File: config.mk
export PLATFORM = sky130hd
export DESIGN_NAME = instruction_fetch_flat
export DESIGN_NICKNAME = d
export VERILOG_FILES = /design/src/rtl/instruction_fetch_if.sv /design/src/rtl/instruction_fetch.sv /design/src/flat_wrapper.sv
export SDC_FILE = /design/constraint.sdc
export NUM_CORES = 1
export LEC_CHECK = 0
export CAP_MARGIN = 25
export CORE_MARGIN = 5
export CORE_UTILIZATION = 46
export DETAILED_ROUTE_END_ITERATION = 16
export GPL_ROUTABILITY_DRIVEN = 0
export GPL_TIMING_DRIVEN = 0
export PLACE_DENSITY_LB_ADDON = 0.25
export SYNTH_ARGS = -nofsm -noshare
export SYNTH_HDL_FRONTEND = slang
export SYNTH_SLANG_ARGS = --single-unit
File: constraint.sdc
create_clock -name clk -period 3.9 [get_ports clk]
set_clock_uncertainty 0.15 [all_clocks]
set_input_delay 0.78 -clock clk [delete_from_list [all_inputs] [get_ports clk]]
set_output_delay 0.78 -clock clk [all_outputs]
set_load 0.1 [all_outputs]
File: src/rtl/instruction_fetch_if.sv
// Fetch-stage bus: instruction memory port, decode handshake, and execute redirect.
// Master is the fetch stage; slave is the surrounding memory/decode/execute side.
interface instruction_fetch_if #(
  parameter int INSTRUCTION_SIZE      = 16,
  parameter int INSTRUCTION_ADDR_SIZE = 10
);
  logic [INSTRUCTION_ADDR_SIZE-1:0] imem_addr;
  logic [INSTRUCTION_SIZE-1:0]      imem_data;
  logic [INSTRUCTION_SIZE-1:0]      out_instr;
  logic [INSTRUCTION_ADDR_SIZE-1:0] out_pc;
  logic                             out_valid;
  logic                             out_ready;
  logic                             redirect_valid;
  logic [INSTRUCTION_ADDR_SIZE-1:0] redirect_addr;
  logic                             halted;

  modport master (
    output imem_addr, out_instr, out_pc, out_valid, halted,
    input  imem_data, out_ready, redirect_valid, redirect_addr
  );

  modport slave (
    input  imem_addr, out_instr, out_pc, out_valid, halted,
    output imem_data, out_ready, redirect_valid, redirect_addr
  );
endinterface

File: src/rtl/instruction_fetch.sv
// Fetch stage: PC, one-entry instruction register, redirect flush and HLT lockout.
// Optional FETCH_PERF_COUNTERS_EN adds saturating perf_fetched/perf_stall counters.
module instruction_fetch #(
  parameter int                             INSTRUCTION_SIZE      = 16,
  parameter int                             INSTRUCTION_ADDR_SIZE = 10,
  parameter logic [INSTRUCTION_ADDR_SIZE-1:0] RESET_PC            = '0
) (
  input  logic                 clk,
  input  logic                 rst_n,
  input  logic                 fetch_en,
`ifdef FETCH_PERF_COUNTERS_EN
  output logic [15:0]          perf_fetched,
  output logic [15:0]          perf_stall,
`endif
  instruction_fetch_if.master  bus
);
  localparam logic [3:0] OP_HLT = 4'b0001;

  typedef enum logic [1:0] {RUN, HALT_PEND, HALTED} state_t;

  state_t                           state_q, state_d;
  logic [INSTRUCTION_ADDR_SIZE-1:0] pc_q, pc_d;
  logic [INSTRUCTION_SIZE-1:0]      instr_q, instr_d;
  logic [INSTRUCTION_ADDR_SIZE-1:0] ir_pc_q, ir_pc_d;
  logic                             valid_q, valid_d;
  logic                             halted_q, halted_d;
  logic                             load;
  logic                             accept;

  function automatic logic [15:0] sat_inc(input logic [15:0] v);
    return (v == 16'hFFFF) ? v : v + 16'd1;
  endfunction

  assign accept = valid_q && bus.out_ready;
  assign load   = fetch_en && (state_q == RUN) && (!valid_q || bus.out_ready) && !bus.redirect_valid;

  always_comb begin
    state_d  = state_q;
    pc_d     = pc_q;
    instr_d  = instr_q;
    ir_pc_d  = ir_pc_q;
    valid_d  = valid_q;
    halted_d = halted_q;
    if (state_q != HALTED) begin
      if (bus.redirect_valid) begin
        // Flush wins over a same-cycle accept; a pending HLT is squashed here.
        pc_d    = bus.redirect_addr;
        valid_d = 1'b0;
        state_d = RUN;
      end else if (load) begin
        instr_d = bus.imem_data;
        ir_pc_d = pc_q;
        valid_d = 1'b1;
        pc_d    = pc_q + INSTRUCTION_ADDR_SIZE'(1);
        if (bus.imem_data[INSTRUCTION_SIZE-1 -: 4] == OP_HLT) state_d = HALT_PEND;
      end else if (accept) begin
        valid_d = 1'b0;
        if (state_q == HALT_PEND) begin
          state_d  = HALTED;
          halted_d = 1'b1;
        end
      end
    end
  end

  // ---- stage boundary: memory address -> instruction register ----
  always_ff @(posedge clk) begin
    if (!rst_n) begin
      state_q  <= RUN;
      pc_q     <= RESET_PC;
      instr_q  <= '0;
      ir_pc_q  <= '0;
      valid_q  <= 1'b0;
      halted_q <= 1'b0;
    end else begin
      state_q  <= state_d;
      pc_q     <= pc_d;
      instr_q  <= instr_d;
      ir_pc_q  <= ir_pc_d;
      valid_q  <= valid_d;
      halted_q <= halted_d;
    end
  end

  assign bus.imem_addr = pc_q;
  assign bus.out_instr = instr_q;
  assign bus.out_pc    = ir_pc_q;
  assign bus.out_valid = valid_q;
  assign bus.halted    = halted_q;

`ifdef FETCH_PERF_COUNTERS_EN
  logic [15:0] fetched_q, fetched_d;
  logic [15:0] stall_q, stall_d;

  always_comb begin
    fetched_d = load ? sat_inc(fetched_q) : fetched_q;
    stall_d   = (valid_q && !bus.out_ready) ? sat_inc(stall_q) : stall_q;
  end

  always_ff @(posedge clk) begin
    if (!rst_n) begin
      fetched_q <= '0;
      stall_q   <= '0;
    end else begin
      fetched_q <= fetched_d;
      stall_q   <= stall_d;
    end
  end

  assign perf_fetched = fetched_q;
  assign perf_stall   = stall_q;
`endif
endmodule

File: src/flat_wrapper.sv
// flat-port wrapper written by rule: the top's interface ports become plain ports
module instruction_fetch_flat 
#(
  parameter int                             INSTRUCTION_SIZE      = 16,
  parameter int                             INSTRUCTION_ADDR_SIZE = 10,
  parameter logic [INSTRUCTION_ADDR_SIZE-1:0] RESET_PC            = '0
)
  (clk, rst_n, fetch_en, bus_imem_addr, bus_out_instr, bus_out_pc, bus_out_valid, bus_halted, bus_imem_data, bus_out_ready, bus_redirect_valid, bus_redirect_addr);
  instruction_fetch_if #(.INSTRUCTION_SIZE(INSTRUCTION_SIZE), .INSTRUCTION_ADDR_SIZE(INSTRUCTION_ADDR_SIZE)) bus_i ();
  input  logic clk;
  input  logic rst_n;
  input  logic fetch_en;
  output wire logic [$bits(bus_i.imem_addr)-1:0] bus_imem_addr;
  output wire logic [$bits(bus_i.out_instr)-1:0] bus_out_instr;
  output wire logic [$bits(bus_i.out_pc)-1:0] bus_out_pc;
  output wire logic [$bits(bus_i.out_valid)-1:0] bus_out_valid;
  output wire logic [$bits(bus_i.halted)-1:0] bus_halted;
  input wire logic [$bits(bus_i.imem_data)-1:0] bus_imem_data;
  input wire logic [$bits(bus_i.out_ready)-1:0] bus_out_ready;
  input wire logic [$bits(bus_i.redirect_valid)-1:0] bus_redirect_valid;
  input wire logic [$bits(bus_i.redirect_addr)-1:0] bus_redirect_addr;
  assign bus_imem_addr = bus_i.imem_addr;
  assign bus_out_instr = bus_i.out_instr;
  assign bus_out_pc = bus_i.out_pc;
  assign bus_out_valid = bus_i.out_valid;
  assign bus_halted = bus_i.halted;
  assign bus_i.imem_data = bus_imem_data;
  assign bus_i.out_ready = bus_out_ready;
  assign bus_i.redirect_valid = bus_redirect_valid;
  assign bus_i.redirect_addr = bus_redirect_addr;
  instruction_fetch #(.INSTRUCTION_SIZE(INSTRUCTION_SIZE), .INSTRUCTION_ADDR_SIZE(INSTRUCTION_ADDR_SIZE), .RESET_PC(RESET_PC)) u_core (.clk(clk), .rst_n(rst_n), .fetch_en(fetch_en), .bus(bus_i));
endmodule
==> metrics.md <==
| Metric | Value |
|---|---|
| Number of iterations in the first detailed-routing pass | `4` |
| Count of routing violations after the opening detailed-route iteration | `201` |
| Count of cells resized by post-cts repair | `0` |
| Post-layout instance area | `0.00262 mm^2` |
| Maximum buffer depth of the clock tree | `2` |
| Clock slew at reported path FFs | `0.08 ns` |
| Post-synthesis net count | `251` |
| Number of distinct library cells after synthesis | `42` |
| Flip-flop and latch count after synthesis | `40` |
| Clock insertion delay at the later pin of the skew report | `0.29 ns` |
| Category of cells accounting for the largest share of critical-path delay | `buffers and inverters` |
| Half-perimeter wire length of the detailed placement result | `3670 um` |
| Starting utilization of the core area | `0.480` |
| Most instantiated library cell after synthesis | `nand2_1` |
| Global-route wire length before repair | `8450 um` |
| Max-cap violation count | `0` |
| DP Worst Slack | `1.32 ns` |
| Setup repair after global routing missed its margin | `no` |
| Clock root buffer master | `clkbuf_8` |
| Number of hold-slack violations in the final timing report | `0` |
| Cell accounting for the most synthesized area | `dfxtp_1` |
| Worst slew margin relative to its limit | `0.325` |
| Final WL | `5120 um` |
| Status | `finished clean` |
| Area of the mapped netlist | `0.00177 mm^2` |
| Biggest fanout along the worst timing path | `8` |
| Asr flop ratio synth | `0` |
| CP bufs+invs | `1` |
| Number of post-CTS setup repair buffers | `0` |
| Hold/Removal Path Class | `reg -> reg` |
| Cts bufs inserted | `5` |
| Measured slew at the worst slew-check pin | `1.01 ns` |
| Number of global-route vias before repair | `1809` |
| Flip-flop cell with the highest count after synthesis | `dfxtp_1` |
| Diodes inserted | `0` |
| H-Tree Level Count | `2` |
| Width of the chip | `72.1 um` |
| Area share of the largest cell type after synthesis | `0.452` |
| CP Class | `reg -> out` |
| ANT nets after route | `0` |
| Core Region | `0.00369 mm^2` |
| Sinks on the clock net | `40` |
| FILL cells | `323` |
| CTS tree | `done` |
| Area added between synthesis and finish | `47.9%` |
| Post-route worst setup slack | `0.989 ns` |
| Final clock period utilization by the worst path | `0.746` |
| Leading post-synthesis cells by instance count | `nand2_1, dfxtp_1, a21oi_1` |
| Hold-fix buffers at CTS | `0` |
| Setup slack on the worst flop-to-flop path | `2.03 ns` |
| Final total power | `0.00107 W` |
| Area occupied by registers | `801 um^2` |
| Remaining design rule violation count | `0` |
| Final TNS setup | `0 ns` |
| Total vias in the final route | `1887` |
| DR WL/cell | `14.9 um` |
| Leak Pwr | `0.951 nW` |
| Setup violators final | `0` |
| Floorplan row count | `22` |
| Top-Level Pins | `69` |
| Initial antenna violation count | `0` |
| Final nets | `326` |
| Ranking of synthesized cells by area | `dfxtp_1, nand2_1, a21oi_1` |
| Multi-input combinational cell area | `865 um^2` |
| Element type at the critical path start | `flip-flop` |
| Proportion of layout cells with a drive suffix above 1 | `0.0983` |
| CP required | `2.97 ns` |
| Cell type of the slowest stage on the worst timing path | `clkdlybuf4s50_1` |
| Area of placed instances | `0.00251 mm^2` |
| Overall overflow remaining after global route | `0` |
| Fmax | `344 MHz` |
| Count of pins over their slew limit | `0` |
| Synthesis Warnings | `0` |
| Register area share after synthesis | `0.452` |
| Number of enable flip-flop cells after synthesis | `0` |
| Detail-routed via count per cell | `5.50` |
| Hold Slack | `0.307 ns` |
| Delay of the slowest critical-path stage | `1.20 ns` |
| I/O Buffers | `68` |
| Critical Path AT | `1.98 ns` |
| Avg Inst Size Synth | `8.09 um^2` |
| Synthesized instance count | `219` |
| Endpoint kind of the worst setup timing path | `output port` |
| Power density over the cells | `408 mW/mm^2` |
| Die Footprint | `0.00519 mm^2` |
| Vertical die dimension | `72.1 um` |
| Maximum VDD drop | `0.240 mV` |
| Cells traversed along the worst timing path | `clkdlybuf4s50_1` |
| Pin count of the biggest net entering global routing | `13` |
| Clock period minus final worst setup slack | `2.91 ns` |
| Global Route Usage Sum | `0.203` |
## report_power, final
part	total (W)	leakage, nW	internal, W	switching (W)
clock	0.000333	0.0552	0.000190	0.000143
combinational	0.000291	0.570	0.0000879	0.000203
sequential	0.000446	0.327	0.000428	0.0000182
total	0.00107	0.951	0.000706	0.000365
## cell usage in the layout, fill, tap and decap left out, types with 5 or more instances in the layout
cell / n
clkdlybuf4s50_1: 68
nand2_1: 55
dfxtp_1: 40
a21oi_1: 37
nor2_1: 8
buf_2: 6
nand3_1: 6
nor3_1: 6
o31ai_1: 5
a31oi_1: 5
clkbuf_8: 5
## cell type report
type | instances | share of cell area
multi-input cells | 159 | 0.330
repair buffers | 68 | 0.260
inverters | 3 | 0.00430
flip-flops and latches | 40 | 0.306
clock inverters | 2 | 0.0134
clock buffers | 6 | 0.0277
well taps | 48 | 0.0229
plain buffers | 17 | 0.0363
## state kept, by name, summed over array words and instances, names as in the netlist
register / count
u_core.bus.halted: 1
u_core.state_q: 2
u_core.bus.imem_addr: 10
u_core.bus.out_pc: 10
u_core.bus.out_valid: 1
u_core.bus.out_instr: 16
## cells by family (layout without fill, tap and decap cells)
| family | after synthesis | count (layout) | synth area share |
|---|---|---|---|
| adder cells (fa/ha/maj) | 1 | 1 | 0.00706 |
| multiplexers | 3 | 3 | 0.0184 |
| AO/OA/AOI/OAI | 62 | 62 | 0.215 |
| buffers and inverters | 20 | 96 | 0.0600 |
| flip-flops | 40 | 40 | 0.452 |
| AND/OR/NAND/NOR | 93 | 93 | 0.247 |
## through the flow
step,std cells,util
floorplan,219,-
global placement,335,0.681
detailed placement,335,0.681
CTS,343,0.710
global route,343,0.710
finish,343,0.710
## final timing paths
| path | from | to | depth (start not counted) |
|---|---|---|---|
| setup / recovery | u_core.bus.imem_addr[3] | bus_imem_addr[3] | 1 |
| hold / removal | u_core.bus.out_instr[0] | u_core.bus.out_instr[0] | 2 |
| setup reg to reg | u_core.bus.imem_addr[1] | u_core.bus.imem_addr[6] | 5 |
| hold reg to reg | u_core.bus.out_instr[0] | u_core.bus.out_instr[0] | 2 |
## routing by layer
layer / global-route usage / routed length [um] / vias to the layer above
met1: 0.259 / 2150 / 868
met3: 0.0665 / 455 / 11
met4: 0.0647 / 71 / 0
li1: - / - / 924
met5: 0 / 0 / -
met2: 0.324 / 2440 / 84
Note: power is estimated with default switching activity, not from simulation.
